### src/rtl/dot_pkg.sv
// Shared constants and types for the 8-element signed dot-product accelerator.
package dot_pkg;

  localparam int DATA_W = 32;
  localparam int ACC_W  = 64;
  localparam int N_ELEM = 8;
  localparam int IDX_W  = 4;

  typedef enum logic [1:0] {
    IDLE = 2'd0,
    RUN  = 2'd1,
    DONE = 2'd2
  } state_t;

  typedef logic signed [DATA_W-1:0] data_t;
  typedef logic signed [ACC_W-1:0]  acc_t;

endpackage

### src/rtl/dot_mac_unit.sv
// Registered signed multiply-accumulate: one full-width product is added
// per enabled clock; clr restarts the sum from zero.
module dot_mac_unit
  import dot_pkg::*;
#(
  parameter int SUM_W = 64
) (
  input  logic                    clk,
  input  logic                    rst,
  input  logic                    clr,
  input  logic                    en,
  input  logic signed [DATA_W-1:0] a,
  input  logic signed [DATA_W-1:0] b,
  output logic signed [SUM_W-1:0]  acc
);

  logic signed [2*DATA_W-1:0] prod;
  logic signed [SUM_W-1:0]    prod_ext;
  logic signed [SUM_W-1:0]    acc_d;
  logic signed [SUM_W-1:0]    acc_q;

  // Product, sign-extended to the accumulator width, and next sum
  always_comb begin
    prod     = a * b;
    prod_ext = SUM_W'(prod);
    acc_d    = acc_q;
    if (clr) begin
      acc_d = '0;
    end else if (en) begin
      acc_d = acc_q + prod_ext;
    end
  end

  // Accumulator register, cleared by the active-low asynchronous reset
  always_ff @(posedge clk or negedge rst) begin
    if (!rst) begin
      acc_q <= '0;
    end else begin
      acc_q <= acc_d;
    end
  end

  assign acc = acc_q;

endmodule

### src/rtl/dot_product_accel.sv
// Sequential 8-element signed dot-product accelerator.
// start latches both operand vectors; eight MAC cycles follow, then one
// cycle to publish the sum, so done rises after the 9th edge past start.
// rst is asynchronous and active-low.
// Optional build macro DOT_SATURATE_EN: 3 guard bits in the accumulator and
// the published result is clamped to the signed 64-bit range instead of
// wrapping.
module dot_product_accel
  import dot_pkg::*;
(
  input  logic                     clk,
  input  logic                     rst,
  input  logic                     start,
  output logic                     done,
  input  logic signed [DATA_W-1:0] a0,
  input  logic signed [DATA_W-1:0] a1,
  input  logic signed [DATA_W-1:0] a2,
  input  logic signed [DATA_W-1:0] a3,
  input  logic signed [DATA_W-1:0] a4,
  input  logic signed [DATA_W-1:0] a5,
  input  logic signed [DATA_W-1:0] a6,
  input  logic signed [DATA_W-1:0] a7,
  input  logic signed [DATA_W-1:0] b0,
  input  logic signed [DATA_W-1:0] b1,
  input  logic signed [DATA_W-1:0] b2,
  input  logic signed [DATA_W-1:0] b3,
  input  logic signed [DATA_W-1:0] b4,
  input  logic signed [DATA_W-1:0] b5,
  input  logic signed [DATA_W-1:0] b6,
  input  logic signed [DATA_W-1:0] b7,
  output logic signed [ACC_W-1:0]  result
);

`ifdef DOT_SATURATE_EN
  localparam int SUM_W = ACC_W + 3;

  // Clamp the wide sum into the signed ACC_W range
  function automatic acc_t sat_acc(input logic signed [SUM_W-1:0] s);
    logic [SUM_W-ACC_W:0] top;
    top = s[SUM_W-1:ACC_W-1];
    if ((&top) || !(|top)) begin
      return s[ACC_W-1:0];
    end else if (s[SUM_W-1]) begin
      return {1'b1, {(ACC_W-1){1'b0}}};
    end else begin
      return {1'b0, {(ACC_W-1){1'b1}}};
    end
  endfunction
`else
  localparam int SUM_W = ACC_W;

  // Wrapping build: the accumulator already is the result
  function automatic acc_t sat_acc(input logic signed [SUM_W-1:0] s);
    return s;
  endfunction
`endif

  state_t                   state_d, state_q;
  logic [IDX_W-1:0]         idx_d, idx_q;
  logic                     done_d, done_q;
  acc_t                     result_d, result_q;
  data_t                    a_in [N_ELEM];
  data_t                    b_in [N_ELEM];
  data_t                    a_reg_d [N_ELEM];
  data_t                    a_reg_q [N_ELEM];
  data_t                    b_reg_d [N_ELEM];
  data_t                    b_reg_q [N_ELEM];
  logic                     mac_clr;
  logic                     mac_en;
  logic signed [SUM_W-1:0]  mac_acc;

  assign a_in = '{a0, a1, a2, a3, a4, a5, a6, a7};
  assign b_in = '{b0, b1, b2, b3, b4, b5, b6, b7};

  // FSM, index counter, operand capture and result publication
  always_comb begin
    state_d  = state_q;
    idx_d    = idx_q;
    done_d   = done_q;
    result_d = result_q;
    a_reg_d  = a_reg_q;
    b_reg_d  = b_reg_q;
    mac_clr  = 1'b0;
    mac_en   = 1'b0;
    case (state_q)
      IDLE, DONE: begin
        if (start) begin
          a_reg_d = a_in;
          b_reg_d = b_in;
          idx_d   = '0;
          done_d  = 1'b0;
          mac_clr = 1'b1;
          state_d = RUN;
        end
      end
      RUN: begin
        if (!idx_q[IDX_W-1]) begin
          // idx 0..7: one MAC per cycle
          mac_en = 1'b1;
          idx_d  = idx_q + 1'b1;
        end else begin
          // idx 8: all products summed, publish
          result_d = sat_acc(mac_acc);
          done_d   = 1'b1;
          state_d  = DONE;
        end
      end
      default: begin
        state_d = IDLE;
      end
    endcase
  end

  // Control and result registers
  always_ff @(posedge clk or negedge rst) begin
    if (!rst) begin
      state_q  <= IDLE;
      idx_q    <= '0;
      done_q   <= 1'b0;
      result_q <= '0;
    end else begin
      state_q  <= state_d;
      idx_q    <= idx_d;
      done_q   <= done_d;
      result_q <= result_d;
    end
  end

  // Operand register file, loaded only when a start is accepted
  always_ff @(posedge clk) begin
    a_reg_q <= a_reg_d;
    b_reg_q <= b_reg_d;
  end

  dot_mac_unit #(
    .SUM_W (SUM_W)
  ) u_mac (
    .clk (clk),
    .rst (rst),
    .clr (mac_clr),
    .en  (mac_en),
    .a   (a_reg_q[idx_q[IDX_W-2:0]]),
    .b   (b_reg_q[idx_q[IDX_W-2:0]]),
    .acc (mac_acc)
  );

  assign done   = done_q;
  assign result = result_q;

endmodule

### config.mk
export PLATFORM = sky130hd
export DESIGN_NAME = dot_product_accel
export DESIGN_NICKNAME = d
export VERILOG_FILES = /design/src/rtl/dot_pkg.sv /design/src/rtl/dot_mac_unit.sv /design/src/rtl/dot_product_accel.sv
export SDC_FILE = /design/constraint.sdc
export NUM_CORES = 2
export LEC_CHECK = 0
export CAP_MARGIN = 5
export CORE_MARGIN = 2
export CORE_UTILIZATION = 60
export DETAILED_ROUTE_END_ITERATION = 12
export GPL_ROUTABILITY_DRIVEN = 0
export PLACE_DENSITY_LB_ADDON = 0.2
export SLEW_MARGIN = 20
export SYNTH_ARGS = -nofsm -noshare
export SYNTH_HDL_FRONTEND = slang
export SYNTH_SLANG_ARGS = --single-unit
### constraint.sdc
create_clock -name clk -period 42.4 [get_ports clk]
set_input_delay 8.48 -clock clk [delete_from_list [all_inputs] [get_ports clk]]
set_output_delay 8.48 -clock clk [all_outputs]
set_load 0.05 [all_outputs]
Word-level counts from Yosys, hierarchy flattened
Cells that the tools add are included.
{"block": "word_totals", "reg_bits": 647, "out_inout_bits": 65}
{"block": "op_classes", "n_addsub": 2, "n_mul": 1, "magnitude_cmp": 1, "n_eq_ne": 5, "n_mux": 21, "n_bitwise": 1, "reduce_logical": 10}
{"operator": "32-bit binary-select mux with 3-bit select", "count": 2}
{"operator": "32-bit 2-to-1 mux", "count": 4}
{"operator": "64-bit 2-to-1 mux", "count": 2}
{"operator": "64-bit adder", "count": 1}
{"operator": "32-bit by 32-bit multiplier with 64-bit output", "count": 1}
{"operator": "4-bit 2-to-1 mux", "count": 2}
{"operator": "4-bit one-hot mux with 2 select lines", "count": 1}
{"operator": "2-bit AND reduction", "count": 4}
{"operator": "1-bit 2-to-1 mux", "count": 6}
{"operator": "2-bit != test, second input constant", "count": 3}
{"operator": "3-bit AND reduction", "count": 2}
{"operator": "4-bit by 1-bit adder with 4-bit output, second input constant", "count": 1}
{"operator": "4-bit >= comparator, second input constant", "count": 1}
{"operator": "2-bit 2-to-1 mux", "count": 2}
{"operator": "3-bit NOT with 4-bit output", "count": 1}
{"operator": "2-bit one-hot mux with 2 select lines", "count": 1}
{"operator": "2-bit nonzero test", "count": 2}
{"operator": "2-bit by 1-bit == test with 1-bit output, second input constant", "count": 1}
{"operator": "2-bit == test, second input constant", "count": 1}
{"operator": "2-bit zero test", "count": 1}
{"operator": "1-bit one-hot mux with 2 select lines", "count": 1}
{"operator": "2-bit OR reduction", "count": 1}

Depth between registers and ports, before layout
{"block": "depth", "depth_word": 8, "ltp_mapped": 34, "mapped_depth_nobuf": 30}

Cells and area by module
A second synthesis with hierarchy kept.
{"block": "hier_totals", "cells_unflattened": 5481, "area_unflattened_um2": 64692.0}
{"module": "dot_mac_unit", "n_inst": 1, "cells_each": 4576, "area_per_inst_um2": 42838.6, "seq_area_each_um2": 1601.5}
{"module": "dot_product_accel", "n_inst": 1, "cells_each": 905, "area_per_inst_um2": 21853.5, "seq_area_each_um2": 17151.4}

Least setup slack after synthesis
OpenSTA, ideal clock, no wires.
{"block": "synth_timing", "kind": "input -> register", "from": "input start", "to": "register a_reg_q[0] (netlist bit) (enable)", "setup_time_ns": 1.078, "t_arrival_ns": 22.737, "required_time_ns": 41.322, "slack_ns": 18.585, "path_stages": 4, "n_path_buf": 2, "cell_sequence": "nand2b_1 clkbuf_1 inv_1 clkbuf_1"}
{"block": "synth_between", "elab_chain_len": 1}
{"item": "start: declaration", "line": "dot_product_accel.sv:13", "text": "input logic start,"}
{"item": "2-bit AND reduction (no source line)"}
{"item": "end signal: assignment", "line": "dot_product_accel.sv:131", "text": "a_reg_q <= a_reg_d;"}
{"item": "end: declaration", "line": "dot_product_accel.sv:65", "text": "data_t a_reg_q [N_ELEM];"}
Every way passes these cells.
A chain may end at the register's enable or synchronous reset.

Worst setup path in the final report
{"block": "layout_timing", "from": "register idx_q[0]", "to": "register u_mac.acc_q[53], in the netlist u_mac.acc[53]"}
{"block": "layout_between", "elab_chain_len": 8}
{"item": "start: declaration", "line": "dot_product_accel.sv:59", "text": "logic [IDX_W-1:0] idx_d, idx_q;"}
{"item": "start signal: assignment", "line": "dot_product_accel.sv:123", "text": "idx_q <= idx_d;"}
{"item": "3-bit NOT with 4-bit output (not written as such) (*)", "line": "dot_product_accel.sv:142, dot_product_accel.sv:143"}
{"item": "32-bit binary-select mux with 3-bit select, on equally long branches", "line": "dot_product_accel.sv:142, dot_product_accel.sv:143"}
{"item": "32-bit 2-to-1 mux, on equally long branches (2 in series)", "line": "dot_product_accel.sv:142, dot_product_accel.sv:143"}
{"item": "32-bit by 32-bit multiplier with 64-bit output (*)", "line": "dot_mac_unit.sv:24", "text": "prod = a * b;"}
{"item": "64-bit adder (*)", "line": "dot_mac_unit.sv:30", "text": "acc_d = acc_q + prod_ext;"}
{"item": "64-bit 2-to-1 mux (*)", "line": "dot_mac_unit.sv:29", "text": "end else if (en) begin"}
{"item": "64-bit 2-to-1 mux (*)", "line": "dot_mac_unit.sv:27", "text": "if (clr) begin"}
{"item": "end signal: assignment", "line": "dot_mac_unit.sv:37", "text": "acc_q <= '0;"}
{"item": "end signal: assignment", "line": "dot_mac_unit.sv:39", "text": "acc_q <= acc_d;"}
{"item": "end: declaration", "line": "dot_mac_unit.sv:20", "text": "logic signed [SUM_W-1:0] acc_q;"}
Every way passes the cells marked *; elsewhere a longest branch is shown, timed or not. The select of a mux whose other input is x is not followed.

==> impl_metrics.json <==
{
  "synthXorXnorAreaFrac_pct": 1.039,
  "cts_inserted_buffers": 70,
  "yosysTopAreaCell": "fa_1",
  "cts.hold.buffers_added": 0,
  "cts_resized": 0,
  "outcome": "complete, no violations",
  "holdCritPathClass": "register to register",
  "grt_max_degree": 185,
  "cpMostUsedCell": "fa_1",
  "overflow": 0,
  "final_nets": 7952,
  "crit_slowest_cell": "buf_4",
  "first_pass_iters": 9,
  "synth_seq_cells": 647,
  "synthTopCellsByArea": "fa_1 38%, edfxtp_1 24%, inv_1 7.5%",
  "synth_fp_nets": 7457,
  "max_stage_delay_ns": 0.76,
  "ys_seq_area_share_pct": 29.66,
  "drt_iter0_drc": 4380,
  "syn_avg_cell_area_sq_um": 11.47,
  "layoutNonFillerInstCount": 7462,
  "timing.reg2reg.worst_path_depth": 31,
  "vias": 43500,
  "netlist_instances": 5513,
  "cts_tree": "done",
  "synth_compound_area_share_pct": 2.966,
  "grt_pass1_wl_mm": 282.7,
  "r2r-end": "u_mac.acc[53]",
  "antenna_found_initial": 25,
  "critical_path_required_ns": 42.91,
  "final_cell_area_sq_um": 73020,
  "port_buffers": 579,
  "drive_gt1_share_pct": 6.651,
  "muxShareOfSynthArea_pct": 6.413,
  "die_h_um": 328.6,
  "htreeDepth": 3,
  "netlist_area_sq_um": 63230,
  "crit_start": "idx_q[0]",
  "rsz0062_at_grt": "false",
  "cp-endpoint": "u_mac.acc[53]",
  "hold_viol": 0,
  "fin_crit_sh_pct": 28.28,
  "totalWireLength_mm": 188.6,
  "drc": 0,
  "area_growth_pct": 15.47,
  "synth-edff-count": 512,
  "r2r_slack_ns": 30.41,
  "yosys-top-cells-count": "1266 x inv_1, 1210 x fa_1, 647 x nand2_1",
  "first_global_vias": 47080,
  "clk_pin_slew_ns": 0.06,
  "root_buffer": "clkbuf_16",
  "dieArea_sq_um": 108000,
  "async_flop_share_pct": 20.87,
  "dpl.hpwl_mm": 146.1,
  "multiInputGateArea_sq_um": 39020,
  "synth_most_common_cell": "inv_1",
  "cts.sinks": 647,
  "vias_per_cell": 5.829,
  "core-area_sq_um": 105000,
  "dp.cells": 7327,
  "yosysWarningCount": 0,
  "setup_tns_ns": 0,
  "synth_top_family_by_area": "adder cells",
  "skew_ns": 0.07192,
  "n_fill_cell": 7530,
  "maxCapViolations": 0,
  "synth.top_cell.area_share_pct": 38.31,
  "grtUsageTotal_pct": 36.00,
  "fmax_ghz": 0.08341,
  "dieWidth_um": 328.6,
  "relSlewSlack_pct": 23.63,
  "start_util_pct": 60.24,
  "path_max_fanout": 43,
  "place_area_sq_um": 70690,
  "clk_path_buf_depth": 3,
  "synth-simple-area-share_pct": 8.350,
  "holdWs_ns": 0.4758,
  "worst-setup-path-type": "register to register",
  "wl_per_cell_um": 25.27,
  "synth.distinct_cells": 67,
  "r2r-start": "idx_q[0]",
  "min_period_ns": 11.99,
  "final_antenna_net_count": 0,
  "maxSlewViolCount": 0,
  "io_pins": 580,
  "regArea_sq_um": 18760,
  "cp.arrival_ns": 12.50,
  "tightest_slew_ns": 1.145,
  "setup_violations": 0,
  "crit_path_start_kind": "register",
  "synth_adder_area_share_pct": 42.64,
  "clock_latency_ns": 0.69,
  "worst_setup_path_end_kind": "register",
  "post_cts_buffers": 0,
  "synth-main-ff-cell": "edfxtp_1",
  "placementRows": 119
}
[area by class of cell]
type	instances	area share (%)
clock buffer	82	2.531
tap	1391	2.384
inverter	1267	6.524
timing repair buffer	656	8.765
clock inverter	41	0.6117
antenna	12	0.04113
multi-input combinational	3366	53.45
sequential	647	25.70
[layout by cell type, fill, tap and decap left out, types with 7 or more instances in the layout]
cell             count
a21o_1              18
a21oi_1             74
and2_1              19
and3_1               7
buf_4               75
clkbuf_1             8
clkbuf_16           71
clkdlybuf4s50_1    578
clkinv_1            18
clkinv_2            10
dfrtp_1            132
diode_2             12
edfxtp_1           512
fa_1              1210
ha_1               219
inv_1             1265
mux2_2              57
mux2i_1             33
mux2i_2              9
mux2i_4             11
mux4_2             128
nand2_1            645
nand2b_1            29
nand3_1             48
nand4_1             15
nor2_1             492
nor2b_1             17
nor3_1              12
o21a_1              11
o21ai_0            139
o21bai_1             8
o22ai_1             14
xnor2_1             45
xor2_1              30
[worst min path at each step]
stage,startpoint,end,slack [ns],cells after the start
after floorplan,state_q[0],state_q[1],0.44,1
after global placement,result[23],result[23],0.46,2
after detailed placement,state_q[0],state_q[1],0.47,1
after CTS,result[26],result[26],0.48,2
after global routing,result[10],result[10],0.50,2
final,result[8],result[8],0.48,2
[sequential cells by signal, indices dropped and copies added, names as in the netlist]
name	count
u_mac.acc	64
idx_q	4
a_reg_q	256
b_reg_q	256
done	1
result	64
state_q	2
[layer usage]
metal	GRT usage, %	share of wire (%)	vias up
met5	0	0.076	-
met4	19.56	6.7	22
met3	9.938	11	746
met2	59.12	49	2590
met1	43.44	33	22240
li1	-	-	17900
[critical path, delay by kind of cell (launching register included)]
kind	cells	cell delay [ns]
adder cells (fa/ha/maj)	9	4.35
buffers and inverters	9	2.40
AO/OA/AOI/OAI	7	2.31
multiplexers	2	1.37
flip-flops	1	0.74
AND/OR/NAND/NOR	3	0.35
XOR/XNOR	1	0.14
[per-stage QoR]
stage	worst slack, ns	util (%)
global placement	30.42	67.35
floorplan	18.59	-
detailed placement	30.40	67.35
global route	29.74	69.55
CTS	30.33	69.53
finish	30.41	69.56
[logic make-up (layout without fill, tap and decap cells)]
family / count (synthesis) / after routing
and+or+nand+nor: 1309 / 1309
muxes: 238 / 238
DFF: 647 / 647
buffers and inverters: 1500 / 2046
xor gates and xnor gates: 75 / 75
adders and majority gates: 1429 / 1429
AOI/OAI and AO/OA: 315 / 315
other: 0 / 12
Power is not shown: default switching activity piles up to over one toggle a cycle in this logic, so the estimate is an artifact.
